### config.mk
export PLATFORM = sky130hd
export DESIGN_NAME = serial_const_inverse
export DESIGN_NICKNAME = d
export VERILOG_FILES = /design/src/rtl/const_op_pkg.sv /design/src/rtl/full_adder_1_bit.sv /design/src/rtl/serial_const_inverse.sv
export SDC_FILE = /design/constraint.sdc
export NUM_CORES = 1
export LEC_CHECK = 0
export ABC_AREA = 1
export BUFFER_PORTS_ARGS = -buffer_cell sky130_fd_sc_hd__buf_2
export CAP_MARGIN = 30
export CORE_MARGIN = 4
export CORE_UTILIZATION = 59
export CTS_BUF_LIST = sky130_fd_sc_hd__clkbuf_8
export CTS_CLUSTER_DIAMETER = 80
export CTS_CLUSTER_SIZE = 16
export DETAILED_ROUTE_END_ITERATION = 8
export GPL_TIMING_DRIVEN = 0
export PLACE_DENSITY = 0.82
export SYNTH_ARGS = -nofsm -noshare
export SYNTH_HDL_FRONTEND = slang
export SYNTH_SLANG_ARGS = --single-unit
### constraint.sdc
create_clock -name clk -period 1.8 [get_ports clk]
set_clock_uncertainty 0.1 [all_clocks]
set_input_delay 0.18 -clock clk [delete_from_list [all_inputs] [get_ports clk]]
set_output_delay 0.18 -clock clk [all_outputs]
set_load 0.02 [all_outputs]
### src/rtl/const_op_pkg.sv
// Shared types and constant table for the constant add/subtract datapath.
// Constants are zero-extended to the requested word width.
package const_op_pkg;

  typedef enum logic [1:0] {
    IDLE = 2'd0,
    BUSY = 2'd1,
    DONE = 2'd2
  } state_t;

  localparam int unsigned CONST_MAX_WIDTH = 64;
  localparam int unsigned CONST_BITS      = 3;

  // Index 0 is the rightmost entry: sel 0->1, 1->3, 2->5, 3->7
  localparam logic [3:0][CONST_BITS-1:0] CONST_TABLE = {3'd7, 3'd5, 3'd3, 3'd1};

  function automatic logic [CONST_MAX_WIDTH-1:0] const_value(
    input logic [1:0]  sel,
    input int unsigned width
  );
    logic [CONST_MAX_WIDTH-1:0] value;
    value = CONST_MAX_WIDTH'(CONST_TABLE[sel]);
    if (width < CONST_MAX_WIDTH) begin
      value = value & ((CONST_MAX_WIDTH'(1) << width) - CONST_MAX_WIDTH'(1));
    end
    return value;
  endfunction

endpackage

### src/rtl/full_adder_1_bit.sv
// Single-bit full adder cell, shared with the ripple adder elsewhere in the datapath.
module full_adder_1_bit (
  input  logic a,
  input  logic b,
  input  logic c_in,
  output logic sum,
  output logic c_out
);

  always_comb begin
    sum   = a ^ b ^ c_in;
    c_out = (a & b) | (a & c_in) | (b & c_in);
  end

endmodule

### src/rtl/serial_const_inverse.sv
// Bit-serial inverse of the constant add/subtract stage: recovers the operand
// from a result word, LSB first through one full adder per cycle.
module serial_const_inverse
  import const_op_pkg::*;
#(
  parameter int unsigned WIDTH = 8
) (
  input  logic             clk,
  input  logic             reset,
  input  logic             in_valid,
  output logic             in_ready,
  input  logic [WIDTH-1:0] in_result,
  input  logic [1:0]       in_select,
  input  logic             in_op,
  output logic             out_valid,
  input  logic             out_ready,
  output logic [WIDTH-1:0] out_data,
  output logic             out_carry
);

  localparam int unsigned CNT_W = $clog2(WIDTH + 1);

  state_t           state;
  state_t           nextState;
  logic [WIDTH-1:0] aSr;
  logic [WIDTH-1:0] bSr;
  logic [WIDTH-1:0] resSr;
  logic [WIDTH-1:0] kVal;
  logic             carry;
  logic [CNT_W-1:0] bitCount;
  logic             accept;
  logic             busyStep;
  logic             lastBit;
  logic             faSum;
  logic             faCout;

  // State register
  always_ff @(posedge clk) begin
    if (reset) begin
      state <= IDLE;
    end else begin
      state <= nextState;
    end
  end

  // Next-state logic
  always_comb begin
    nextState = state;
    unique case (state)
      IDLE:    if (accept)    nextState = BUSY;
      BUSY:    if (lastBit)   nextState = DONE;
      DONE:    if (out_ready) nextState = IDLE;
      default:                nextState = IDLE;
    endcase
  end

  // Handshake outputs decoded from the state register
  always_comb begin
    in_ready  = 1'b0;
    out_valid = 1'b0;
    unique case (state)
      IDLE:    in_ready  = 1'b1;
      DONE:    out_valid = 1'b1;
      default: ;
    endcase
  end

  always_comb begin
    kVal     = WIDTH'(const_value(in_select, WIDTH));
    accept   = in_valid && in_ready;
    busyStep = (state == BUSY);
    lastBit  = busyStep && (bitCount == CNT_W'(WIDTH - 1));
  end

  full_adder_1_bit fa (
    .a     (aSr[0]),
    .b     (bSr[0]),
    .c_in  (carry),
    .sum   (faSum),
    .c_out (faCout)
  );

  // Undoing an add is a two's-complement subtract: invert K and inject carry 1
  always_ff @(posedge clk) begin
    if (reset) begin
      aSr       <= '0;
      bSr       <= '0;
      resSr     <= '0;
      carry     <= 1'b0;
      bitCount  <= '0;
      out_data  <= '0;
      out_carry <= 1'b0;
    end else if (accept) begin
      aSr      <= in_result;
      bSr      <= in_op ? kVal : ~kVal;
      carry    <= ~in_op;
      bitCount <= '0;
    end else if (busyStep) begin
      aSr      <= {1'b0, aSr[WIDTH-1:1]};
      bSr      <= {1'b0, bSr[WIDTH-1:1]};
      resSr    <= {faSum, resSr[WIDTH-1:1]};
      carry    <= faCout;
      bitCount <= bitCount + CNT_W'(1);
      if (lastBit) begin
        out_data  <= {faSum, resSr[WIDTH-1:1]};
        out_carry <= faCout;
      end
    end
  end

endmodule

* Word level (Yosys, flattened, before mapping)
Index checks and enable logic that the tools add are counted.
** Word-level totals
- Bits in registers :: 40
- Bits of input ports :: 15
- Logic and storage cells :: 49
** Cells by class
- $add $sub $neg :: 1
- Order comparisons :: 1
- Equality and inequality tests :: 6
- Mux-type cells :: 15
- Bitwise operators :: 10
- Reduce and logical (&&, ||, !) cells :: 8
** Operators by type and width (number)
- 8-bit 2-to-1 mux :: 5
- 3-bit inverter with 8-bit output :: 1
- 3-bit binary-select mux with 2-bit select :: 1
- 2-bit 2-to-1 mux :: 3
- 2-bit one-hot mux with 3 select lines :: 1
- 3-bit AND reduction :: 2
- 4-bit by 1-bit adder with 4-bit output, second input constant :: 1
- 4-bit by 3-bit == test with 1-bit output, second input constant :: 1
- 1-bit 2-to-1 mux :: 4
- 2-bit != test, second input constant :: 2
- 1-bit AND :: 3
- 2-bit by 3-bit less-than comparator with 1-bit output, second input constant :: 1
- 3-bit 2-to-1 mux :: 1
- 2-bit by 1-bit == test with 1-bit output, second input constant :: 1
- 2-bit == test, second input constant :: 1
- 1-bit logical AND :: 2
- 2-bit logical NOT :: 1
- 2-bit by 1-bit != test with 1-bit output, second input constant :: 1
- 1-bit inverter :: 2
- 1-bit bitwise OR :: 2
- 2-bit AND reduction :: 1
- 2-bit nonzero test :: 1
- 2-bit OR reduction :: 1
- 1-bit XOR :: 2

* Logic depth before layout (Yosys ltp)
- Depth in word-level cells :: 5
- Mapped depth :: 8
- Depth with buffers taken out :: 6

* Hierarchy
From an unflattened synthesis, not the netlist that was laid out.
** Unflattened totals
- Cells, all modules :: 230
- Area, all modules :: 1641.6 um2
** By module, submodules not included
- serial_const_inverse :: instances 1, cells an instance 229, area each 1621.6 um2
- full_adder_1_bit :: instances 1, cells an instance 1, area each 20.0 um2

* Least setup slack after synthesis
Ideal clock, no wire load.
- Path kind :: register to register
- Start :: reg bitCount[0]
- End :: reg out_data[1]
- Arrival time :: 1.117 ns
- Setup slack :: 0.446 ns
- Stages on the path, launching flop included :: 6
- Path buffers :: 1
- Period minus slack after synthesis :: 1.354 ns
- Cells stage by stage :: dfxtp_1 -> ha_1 -> nand3_1 -> buf_2 -> o21ai_0 -> a21oi_1
** On the way
- Cells in the longest elaborated chain, start to end :: 3
** Ends and longest elaborated chain
- start, declared :: RTL line serial_const_inverse.sv:30 : logic [CNT_W-1:0] bitCount;
- start signal, assigned :: RTL line serial_const_inverse.sv:103 : bitCount <= bitCount + CNT_W'(1);
- 4-bit by 3-bit == test with 1-bit output :: RTL line serial_const_inverse.sv:72 : lastBit = busyStep && (bitCount == CNT_W'(WIDTH - 1));
- 1-bit logical AND :: RTL line serial_const_inverse.sv:72
- 3-bit AND reduction (no line)
- end signal, assigned :: RTL line serial_const_inverse.sv:105 : out_data <= {faSum, resSr[WIDTH-1:1]};
- end, declared :: RTL line serial_const_inverse.sv:17 : output logic [WIDTH-1:0] out_data,
No other way between the ends.
A chain may end at the register's enable or synchronous reset.

* Worst setup path in the final report
- Start :: reg state[1]
- End :: out out_valid
** On the way
- Cells in the longest elaborated chain, start to end :: 2
** Ends and longest elaborated chain
- start, declared :: RTL line serial_const_inverse.sv:23 : state_t state;
- start signal, assigned :: RTL line serial_const_inverse.sv:42 : state <= nextState;
- 2-bit == test :: RTL line serial_const_inverse.sv:61 : unique case (state)
- 1-bit 2-to-1 mux :: RTL line serial_const_inverse.sv:61
- end, declared :: RTL line serial_const_inverse.sv:15 : output logic out_valid,
No other way between the ends.

==> run summary <==
Synth Area per Inst: 7.87 um^2
crit path time final: 1530 ps
family with the most delay on the worst path: flip-flops
post-route ant nets: 0
XOR/XNOR Fraction of Synth Area: 0.879%
chip height: 64.0 um
Pins Over Slew Limit: 0
slowest stage delay, CP: 520 ps
Worst-Margin Slew: 694 ps
leading area contributor after synthesis: dfxtp_1
Critical Path Fanout Max: 6
via/cell ratio: 5.02
critical-path cell list: inv_4, nor2_1, buf_2
WS Path Type: register to output port
via count: 1571
R2R cell count: 5
clock sink total: 39
area taken by multi-input logic gates: 903 um^2
Final Core Density: 71.3%
Async SR Flop Fraction: 0%
Cell Area, Synth: 1850 um^2
FMAX: 0.655 GHz
leakage power: 0.945 nW
sequential area share after synthesis: 42.2%
layout cells sized above 1: 26.4%
Nets: 285
Congestion Overflow GR: 0
R2R Path End: out_data[1]
EDFF count, synth: 0
pwr dens: 912 nW/um^2
Setup WS post-layout: 274 ps
row count: 20
Post-synth top flop: dfxtp_1
Mapped Cells: 235
complex-gate fraction of the synthesized area: 17.3%
area post-placement: 2030 um^2
Register Area: 781 um^2
largest net degree at the start of global routing: 13
dpl ws: 318 ps
status: finished clean
Post-route DRC: 0
simple logic cell fraction of the synthesized area: 28.9%
hpwl dp: 2.65 mm
CTS root buffer: clkbuf_8
TritonCTS Buffers: 5
Worst-path clk slew: 80 ps
IO Port Bufs: 25
Mapped Nets: 252
slew margin rel.: 53.8%
Setup crit start kind: register
Reg2Reg Launch Point: bitCount[0]
Resize count post-CTS: 0
Routed WL: 3.87 mm
P&R area growth vs syn: 16.6%
GP Congestion: 0.764
vias in the first global route: 1484
total power: 1.97 mW
final instance area: 2160 um^2
flop2flop setup slack: 300 ps
top cell type's share of synthesized area: 42.2%
core region area: 3030 um^2
Synth Area in Adders: 1.76%
buffers and inverters on the worst path: 2
Worst VDD drop: 0.641 mV
Synth warnings: 0
Hold Path End: aSr[7]
clk_lat worst skew: 290 ps
Period Utilization, post-route: 84.8%
wire per inst: 12.4 um
initial DRC count: 111
unrepaired setup endpoints after global routing: no
commonest non-fill, non-tap cell in the layout: nand2_1
ranking of synthesized cells by area: dfxtp_1 42%, nand2_1 14%, a21oi_2 5.7%
initial antenna violation count: 0
mux cell area share after synthesis: 0%
Die W: 64.0 um
Critical Path Sink Type: output port
CP max-delay cell: dfxtp_1
number of max-cap violations: 0
Antenna Cells: 0
CTS max path bufs: 2
I/O pin total: 26
CTS tree: yes
worst hold path class: primary input to register
H-tree levels: 2
synthesis-stage register bit count: 39
WHS Path Cells: 3
Final Hold Fails: 0
initial core utilization: 61.1%
post-synth cell types: 30
most frequent cells in the layout: 70 x nand2_1, 39 x dfxtp_1, 29 x buf_2, 23 x nor2_1, 15 x inv_1
Worst EP required: 1520 ps
Hold Crit Start: in_result[7]
DRT Pass-1 Iters: 4
Final setup violation count: 0
Sum Neg Setup Slack: 0 ps
fill count: 266
Total GRT Usage: 20.7%
first-pass GRT wire length: 6.58 mm
CP Data Arrival Time: 1250 ps
Crit. Startpoint: state[1]
Die Area: 4100 um^2
main combinational cell family by area after synthesis: simple AND/OR/NAND/NOR gates
==> Yosys cell counts, types with 2 or more instances <==
cell type,count
a31oi_1,2
nand3b_1,6
nand3_1,9
inv_1,15
a21oi_2,12
nor2_1,23
a21oi_1,12
o21ai_2,7
nand2_1,70
dfxtp_1,39
nor3_1,2
clkbuf_1,3
buf_6,3
buf_2,4
o21ai_0,13
==> state kept, by name, indices dropped and copies added, names as in the netlist <==
| register | cells |
|---|---|
| aSr | 8 |
| bSr | 8 |
| bitCount | 4 |
| carry | 1 |
| out_carry | 1 |
| out_data | 8 |
| resSr | 7 |
| state | 2 |
==> timing repair <==
item | CTS | global route
hold endpoints to repair | 1 | 0
buffers inserted | 0 | 0
hold buffers | 1 | 0
==> routing by layer <==
layer | global-route usage (%) | vias up | routed length [um]
li1 | - | 818 | -
met1 | 26.2 | 716 | 1840
met2 | 32.8 | 27 | 1790
met3 | 4.92 | 10 | 140
met4 | 9.97 | 0 | 97
met5 | 0 | - | 0
==> logic make-up (layout without fill, tap and decap cells) <==
logic type | count (synthesis) | in the layout
fa+ha+maj | 2 | 2
buf+inv | 29 | 63
compound gates | 47 | 47
flops | 39 | 39
simple gates | 117 | 117
xor+xnor | 1 | 1
==> tightest hold or removal path, stage by stage <==
cell,delay [ps]
buf_2,100
nand2_1,80
a21oi_2,50
==> worst max path at each step <==
stage | endpoint | cells past startpoint
2_1_floorplan | out_data[1] | 5
6_report | out_valid | 3
5_1_grt | out_data[1] | 5
4_1_cts | out_valid | 3
3_5_place_dp | out_data[1] | 5
3_3_place_gp | out_data[1] | 5
==> power by group <==
group	leakage [nW]	internal, mW	switching (mW)
Combinational	0.565	0.110	0.162
Clock	0.0612	0.449	0.307
Sequential	0.319	0.910	0.0302
Total	0.945	1.47	0.499
==> metrics by stage <==
stage                     instances  hold WS, ps
final                           313         59.9
after global routing            313         58.2
after CTS                       313         47.6
after detailed placement        304          313
after global placement          304          315
after floorplan                 235          149
==> area by class of cell <==
type | count | area share [%]
Buffer | 12 | 4.64
Clock buffer | 6 | 3.83
Clock inverter | 2 | 1.62
Inverter | 17 | 3.07
Multi-Input combinational cell | 167 | 41.9
Sequential cell | 39 | 36.2
Tap cell | 44 | 2.55
Timing Repair Buffer | 26 | 6.26
(Power assumes the default switching activity.)
